$ cat config.mk
export PLATFORM = sky130hd
export DESIGN_NAME = online_ccm_seq
export DESIGN_NICKNAME = d
export VERILOG_FILES = /design/src/rtl/online_pkg.sv /design/src/rtl/online_adder.sv /design/src/rtl/online_ccm_seq.sv
export SDC_FILE = /design/constraint.sdc
export NUM_CORES = 1
export LEC_CHECK = 0
export ABC_CLOCK_PERIOD_IN_PS = 3250
export BUFFER_PORTS_ARGS = -buffer_cell sky130_fd_sc_hd__buf_2
export CAP_MARGIN = 25
export CORE_MARGIN = 4
export CORE_UTILIZATION = 40
export DETAILED_ROUTE_END_ITERATION = 10
export GPL_TIMING_DRIVEN = 0
export SYNTH_ARGS = -nofsm -noshare
export SYNTH_HDL_FRONTEND = slang
export SYNTH_SLANG_ARGS = --single-unit
export TNS_END_PERCENT = 5
$ cat constraint.sdc
create_clock -name clk -period 3.25 [get_ports clk]
set_input_delay 0.325 -clock clk [delete_from_list [all_inputs] [get_ports clk]]
set_output_delay 0.325 -clock clk [all_outputs]
set_load 0.02 [all_outputs]
$ cat src/rtl/online_pkg.sv
// online_pkg: shared definitions for the online (signed-digit) arithmetic blocks.
// Digit i of an SD vector occupies bits [2i+1:2i]; the plus bit is the upper one.
package online_pkg;

  localparam int PLUS_BIT  = 1;
  localparam int MINUS_BIT = 0;

  // Widest SD vector the decode helper accepts.
  localparam int SD_MAX_DIGITS = 32;

  typedef enum logic [0:0] {
    IDLE = 1'b0,
    RUN  = 1'b1
  } state_e;

  // Product digit count for an STAGE-digit operand times a CW-bit coefficient.
  function automatic int out_digits(input int stage, input int cw);
    return stage + cw + 1;
  endfunction

  // Decodes the low nd digits of an SD vector to a signed integer (bench side).
  function automatic longint sd_to_int(input logic [2*SD_MAX_DIGITS-1:0] v, input int nd);
    longint r;
    r = 0;
    for (int i = SD_MAX_DIGITS - 1; i >= 0; i--) begin
      if (i < nd) begin
        r = r * 2 + longint'(v[2*i+PLUS_BIT]) - longint'(v[2*i+MINUS_BIT]);
      end
    end
    return r;
  endfunction

endpackage

$ cat src/rtl/online_adder.sv
// online_adder: adds two N-digit SD vectors into an (N+1)-digit SD vector.
// The plus rails and the minus rails are summed independently, so the result
// value is (Pa+Pb) - (Ma+Mb); a digit encoded 11 is a legal zero.
module online_adder
  import online_pkg::*;
#(
  parameter int N = 12
) (
  input  logic [2*N-1:0] a_i,
  input  logic [2*N-1:0] b_i,
  output logic [2*N+1:0] sum_o
);

  logic [N-1:0] a_p, a_m, b_p, b_m;
  logic [N:0]   s_p, s_m;

  // Split both operands into their plus and minus rails.
  always_comb begin
    for (int i = 0; i < N; i++) begin
      a_p[i] = a_i[2*i+PLUS_BIT];
      a_m[i] = a_i[2*i+MINUS_BIT];
      b_p[i] = b_i[2*i+PLUS_BIT];
      b_m[i] = b_i[2*i+MINUS_BIT];
    end
  end

  assign s_p = {1'b0, a_p} + {1'b0, b_p};
  assign s_m = {1'b0, a_m} + {1'b0, b_m};

  // Re-interleave the rail sums into SD digit pairs.
  always_comb begin
    for (int i = 0; i <= N; i++) begin
      sum_o[2*i+PLUS_BIT]  = s_p[i];
      sum_o[2*i+MINUS_BIT] = s_m[i];
    end
  end

endmodule

$ cat src/rtl/online_ccm_seq.sv
// online_ccm_seq: sequential SD-operand x unsigned-coefficient multiplier.
// Horner shift-and-add over coef bits (MSB first) through one online_adder.
// Optional feature: define ONLINE_CCM_SKIPZERO_EN to start at the highest set
// coefficient bit instead of CW-1 (same results, shorter latency).
//
// state | meaning
// IDLE  | waiting for start; y holds last result
// RUN   | one coefficient bit per cycle; idx counts down to 0
module online_ccm_seq
  import online_pkg::*;
#(
  parameter int STAGE = 4,
  parameter int CW    = 8
) (
  input  logic                            clk,
  input  logic                            rst,
  input  logic                            start,
  input  logic [2*STAGE-1:0]              x,
  input  logic [CW-1:0]                   coef,
  output logic                            busy,
  output logic                            done,
  output logic [2*(STAGE+CW+1)-1:0]       y
);

  localparam int ND = STAGE + CW;
  localparam int OD = out_digits(STAGE, CW);
  localparam int IW = (CW > 1) ? $clog2(CW) : 1;

  localparam logic [0:0] S_IDLE = IDLE;
  localparam logic [0:0] S_RUN  = RUN;

  logic [0:0]         state_q, state_d;
  logic [IW-1:0]      idx_q, idx_d, start_idx;
  logic [2*STAGE-1:0] x_q, x_d;
  logic [CW-1:0]      coef_q, coef_d;
  logic [2*OD-1:0]    acc_q, acc_d;
  logic [2*OD-1:0]    y_q, y_d;
  logic               done_q, done_d;
  logic               accept;

  logic [2*ND-1:0]    acc_shift, addend;
  logic [2*OD-1:0]    sum;

`ifdef ONLINE_CCM_SKIPZERO_EN
  // First index is the highest set coefficient bit (0 when coef is 0).
  always_comb begin
    start_idx = '0;
    for (int i = 0; i < CW; i++) begin
      if (coef[i]) start_idx = IW'(i);
    end
  end
`else
  assign start_idx = IW'(CW - 1);
`endif

  // The top accumulator digits are zero by range, so the shift drops them.
  assign acc_shift = {acc_q[2*ND-3:0], 2'b00};
  assign addend    = coef_q[idx_q] ? {{(2*CW){1'b0}}, x_q} : '0;

  online_adder #(.N(ND)) u_adder (
    .a_i   (acc_shift),
    .b_i   (addend),
    .sum_o (sum)
  );

  // Next-state logic: accept, Horner step, completion.
  // The last RUN step also samples start so back-to-back issue costs no gap.
  always_comb begin
    state_d = state_q;
    idx_d   = idx_q;
    x_d     = x_q;
    coef_d  = coef_q;
    acc_d   = acc_q;
    y_d     = y_q;
    done_d  = 1'b0;
    accept  = 1'b0;
    case (state_q)
      S_IDLE: begin
        if (start) accept = 1'b1;
      end
      S_RUN: begin
        acc_d = sum;
        idx_d = idx_q - 1'b1;
        if (idx_q == '0) begin
          y_d     = sum;
          done_d  = 1'b1;
          idx_d   = '0;
          state_d = S_IDLE;
          if (start) accept = 1'b1;
        end
      end
      default: state_d = S_IDLE;
    endcase
    if (accept) begin
      x_d     = x;
      coef_d  = coef;
      acc_d   = '0;
      idx_d   = start_idx;
      state_d = S_RUN;
    end
  end

  // State registers; reset abandons any operation and clears the result.
  always_ff @(posedge clk or posedge rst) begin
    if (rst) begin
      state_q <= S_IDLE;
      idx_q   <= '0;
      x_q     <= '0;
      coef_q  <= '0;
      acc_q   <= '0;
      y_q     <= '0;
      done_q  <= 1'b0;
    end else begin
      state_q <= state_d;
      idx_q   <= idx_d;
      x_q     <= x_d;
      coef_q  <= coef_d;
      acc_q   <= acc_d;
      y_q     <= y_d;
      done_q  <= done_d;
    end
  end

  // Digits discarded by the shift must be zero whenever a step is taken.
  assert property (@(posedge clk) disable iff (rst)
    (state_q == S_RUN) |-> (acc_q[2*OD-1:2*ND-2] == '0));

  assign busy = (state_q == S_RUN);
  assign done = done_q;
  assign y    = y_q;

endmodule

# Word level (Yosys, flattened, before mapping)

Cells that the tools add are included.

Add/subtract/negate cells: 3
Magnitude comparators: 1
Multiplexer cells: 16
Bitwise gates (word level): 1
Reductions and logical operators: 3

Operators by type and width:

| operator            | count |
|---|---|
| $mux 22             | 2 |
| $add 12x4->13       | 2 |
| $mux 3              | 3 |
| $mux 1              | 8 |
| $mux 8              | 1 |
| $lt 3x4->1 const B  | 1 |
| $bmux 1 s3          | 1 |
| $logic_not 3->1     | 1 |
| $sub 3x1->3 const B | 1 |
| $pmux 1 s2          | 1 |
| $reduce_and 2->1    | 1 |
| $reduce_bool 2->1   | 1 |
| $not 1->1           | 1 |

Flip-flop bits (word level): 69
Bits of input ports: 19
Output and inout bits: 28
Word-level logic and storage cells: 31

# Depth between registers and ports, before layout

Word-level depth: 6
Depth in mapped cells: 10
Mapped depth without buffers: 10

# Hierarchy

Synthesis repeated with hierarchy kept, for this count alone.

Cells, all modules: 397
Area total of the unflattened synthesis: 4096.4 sq um

Modules (own cells, without submodules):

| module         | times used | cells an instance | area an instance (sq um) | sequential area each (sq um) |
|---|---|---|---|---|
| online_ccm_seq | 1          | 246               | 2952.8                   | 1726.7 |
| online_adder   | 1          | 151               | 1143.6                   | 0.0 |

# Least setup slack after synthesis

Ideal clock, no wire load.

Path type: flip-flop to flip-flop
From: register idx_q[1]
To: register acc_q[21]
Library setup time: 0.126 ns
Arrival time: 2.640 ns
Data required time: 3.124 ns
Path slack: 0.484 ns
Cell stages (with the launch flop): 10
Path buffers: 0
Period minus slack after synthesis: 2.766 ns
Path through: dfrtp_1 -> mux4_1 -> mux2i_4 -> nand2b_1 -> inv_1 -> ha_1 -> a211oi_1 -> nor3b_2 -> and3_1 -> a221o_1

Longest elaborated chain between the ends: 6
Elaborated cells on any way between the ends: 10
Those cells by class: add/sub: 1; mux: 7; reduce/logical: 2

Ends and longest elaborated chain:

| item                         | line                  | source |
|---|---|---|
| from (decl)                  | online_ccm_seq.sv:33  | `logic [IW-1:0] idx_q, idx_d, start_idx;` |
| from (signal assigned)       | online_ccm_seq.sv:115 | `idx_q <= idx_d;` |
| $bmux 1 s3                   | online_ccm_seq.sv:58  | `assign addend = coef_q[idx_q] ? {{(2*CW){1'b0}}, x_q} : '0;` |
| $mux 1 (implied by the code) | online_ccm_seq.sv:58  |  |
| $mux 8                       | online_ccm_seq.sv:58  |  |
| $add 12x4->13                | online_adder.sv:27    | `assign s_p = {1'b0, a_p} + {1'b0, b_p};` |
| $mux 22                      | online_ccm_seq.sv:77  | `case (state_q)` |
| $mux 22                      | online_ccm_seq.sv:94  | `if (accept) begin` |
| to (signal assigned)         | online_ccm_seq.sv:110 | `acc_q <= '0;` |
| to (signal assigned)         | online_ccm_seq.sv:118 | `acc_q <= acc_d;` |
| to (decl)                    | online_ccm_seq.sv:36  | `logic [2*OD-1:0] acc_q, acc_d;` |

Several ways; a longest one is shown, not always the timed one. The select of a mux whose other input is x is not followed.
A chain may end at the register's enable or synchronous reset.

# Worst setup path in the final report

Ends and elaborated chain as after synthesis.

==> results.md <==
* Detailed-route DRC error count at 0
* IR drop worst, VDD at 460 µV
* Power density cells at 921 nW/µm²
* PortBufs at 46
* Cell chain of the critical path: mux4_1, mux2i_4, nand2b_1, inv_1, ha_1, a211oi_2, nor3b_2, and3_1, a221o_1
* Remaining Overflow, GRT at 0
* Delay-heaviest family, CP: multiplexers
* Unrepaired setup endpoints after global routing: no
* Router iterations before antenna repair at 4
* Area of the core region at 7770 µm²
* CP Buf/Inv Count at 1
* I/O pin count at 47
* TritonCTS clock tree: done
* Main area contributors after synthesis: sky130_fd_sc_hd__dfrtp_1 (54%), sky130_fd_sc_hd__nand2_1 (12%), sky130_fd_sc_hd__o21ai_0 (6.4%)
* Required time of the critical path at 3.48 ns
* Share of async-settable or async-resettable flops after synthesis at 100%
* Net count, final at 414
* Drt total wl at 6850 µm
* Detailed placer's ending HPWL at 4910 µm
* Placed cell area at 3560 µm²
* Design area at 3710 µm²
* Worst hold slack across all endpoints at 0.140 ns
* CP Capture Type: register
* Diodes inserted at 0
* Worst-case register-to-register setup slack at 0.25 ns
* Area of the die at 9500 µm²
* Achievable clock frequency at 0.334 GHz
* Commonest cells after routing, fill and taps aside: sky130_fd_sc_hd__nand2_1 (102), sky130_fd_sc_hd__dfrtp_1 (69), sky130_fd_sc_hd__buf_2 (47), sky130_fd_sc_hd__o21ai_0 (41), sky130_fd_sc_hd__clkbuf_1 (12)
* Area share of the leading cell type in the synthesized netlist at 53.9%
* Setup TNS Final at 0 ns
* Clock root buffer master: sky130_fd_sc_hd__clkbuf_8
* Slew at the pin closest to its max-slew limit at 0.839 ns
* Leading cell type in the layout, fill and taps excluded: sky130_fd_sc_hd__nand2_1
* Portion of the post-synthesis area used by sequential elements at 53.9%
* Kind of path behind the tightest hold check: input port to async pin
* Number of register bits inferred by synthesis at 69
* Startpoint type of the worst setup path: register
* Mean instance size in the synthesized netlist at 9.76 µm²
* Vias in the first global route at 2498
* Total setup violations reported at the end of the flow at 0
* Overall die width at 97.5 µm
* Maximum number of pins on one net before global-route repair at 70
* Count of final hold-check violations at 0
* Max_slew headroom at 44.1%
* Initial core utilization at 41.2%
* Worst EP arrival at 3.23 ns
* Highest-delay cell along the critical path: sky130_fd_sc_hd__mux4_1
* Critical path's largest stage delay at 0.62 ns
* Max-slew violations at 0
* Type of the setup path with the least slack: register to register
* Syn Inst Count at 328
* Fin crit period at 3.00 ns
* Top_reg_cell synth: sky130_fd_sc_hd__dfrtp_1
* Clock Skews at 0.0114 ns
* CTS H-tree lvls at 3
* Max-capacitance violation count at 0
* Standard-cell rows at 32
* Clk Latency, worst-skew pair at 0.35 ns
* Share of layout cells above drive strength 1 at 17.6%
* TritonCTS Buffers at 9
* Die Span Y at 97.5 µm
* Total leakage power at 1.81 nW
* Antenna violations before repair at 0
* Post-route core utilization at 47.7%
* Via count at 2433
* Biggest area consumer among synthesized cells: sky130_fd_sc_hd__dfrtp_1
* Worst Path Max Fanout at 9
* Final antenna-violating net count at 0
* Hold bufs inserted after CTS at 0
* Warnings, synthesis at 0
* Weighted congestion reported at the end of routability-driven placement at 0.850
* Synthesized netlist net count at 357
* Post-synth cell types at 37
* Final cycle utilization of the critical path at 92.2%
* Global-route wire length before repair at 12100 µm
* Per-cell via count in the routed design at 4.99
* Clock sink count at 69
* Result of the run: finished, final reports clean
* Fill cell instance count of the final layout at 766
* Syn Std Cell Area at 3200 µm²
* Syn-to-layout area delta at 15.8%
* CTS clock-pin slew for the worst setup and hold paths at 0.07 ns
* EDFF count, synth at 0
* Routed wirelength normalized by instance count at 14.0 µm
* Total global routing track utilization at 15.6%
* Clock tree buffer depth at 2
* Detailed Route Iter0 Violations at 123
==> sequential cells by signal, indices dropped and copies added, names as in the netlist <==
name and cells:
coef_q 8, busy 1, x_q 8, y 26
acc_q 22, idx_q 3, done 1
==> final timing paths <==
kind / from / end / depth (start not counted)
setup / recovery: idx_q[1] / acc_q[21] / 9
hold / removal: rst / done / 2
setup reg to reg: idx_q[1] / acc_q[21] / 9
hold reg to reg: coef_q[7] / coef_q[7] / 2
max in group asynchronous: rst / idx_q[1] / 2
min in group clk: x[2] / x_q[2] / 3
==> final cells by class <==
class,count,area [µm²],area share (%)
Sequential cell,69,1730,46.6
Multi-Input combinational cell,235,1390,37.4
Timing Repair Buffer,46,230,6.21
Tap cell,102,128,3.44
Clock buffer,9,124,3.34
Buffer,13,50.0,1.35
Inverter,11,43.8,1.18
Clock inverter,3,17.5,0.472
==> kinds of logic after synthesis <==
logic type | Yosys count | synth area share [%]
AOI/OAI and AO/OA | 68 | 12.8
DFF | 69 | 53.9
and+or+nand+nor | 135 | 18.2
xor gates and xnor gates | 16 | 4.38
adders and majority gates | 10 | 4.38
buffers and inverters | 24 | 2.85
muxes | 6 | 3.40
==> synthesized netlist by cell type, drive strengths merged (4+ instances only) <==
master   instances
nand2          102
dfrtp           69
o21ai           41
clkbuf          12
inv             10
xor2            10
ha               8
o31ai            7
nand3            6
xnor2            6
nand2b           5
nor2             5
a21oi            4
and2b            4
and3             4
o2111ai          4
==> layer usage <==
layer	global-route usage [%]	part of all wire (%)
met1	20.8	48
met2	24.8	44
met3	4.52	6.7
met4	4.79	1.4
met5	0	0
==> stage by stage <==
step                power, mW  std cells  setup WS (ns)
global placement         2.85        476          0.188
global route             3.71        488         0.0810
detailed placement       2.89        476          0.152
floorplan                2.45        328          0.484
CTS                      3.46        488          0.136
finish                   3.42        488          0.254
==> where the power goes <==
group | switching, mW | internal, mW
Combinational | 0.848 | 0.542
Sequential | 0.262 | 1.20
Clock | 0.309 | 0.257
Total | 1.42 | 2.00
==> timing repair <==
action | CTS | global route
gates resized for setup | 0 | 1
endpoints found under the setup margin | 0 | 2
setup buffers | 0 | 0
No activity file was read; power rests on OpenSTA's default activity.
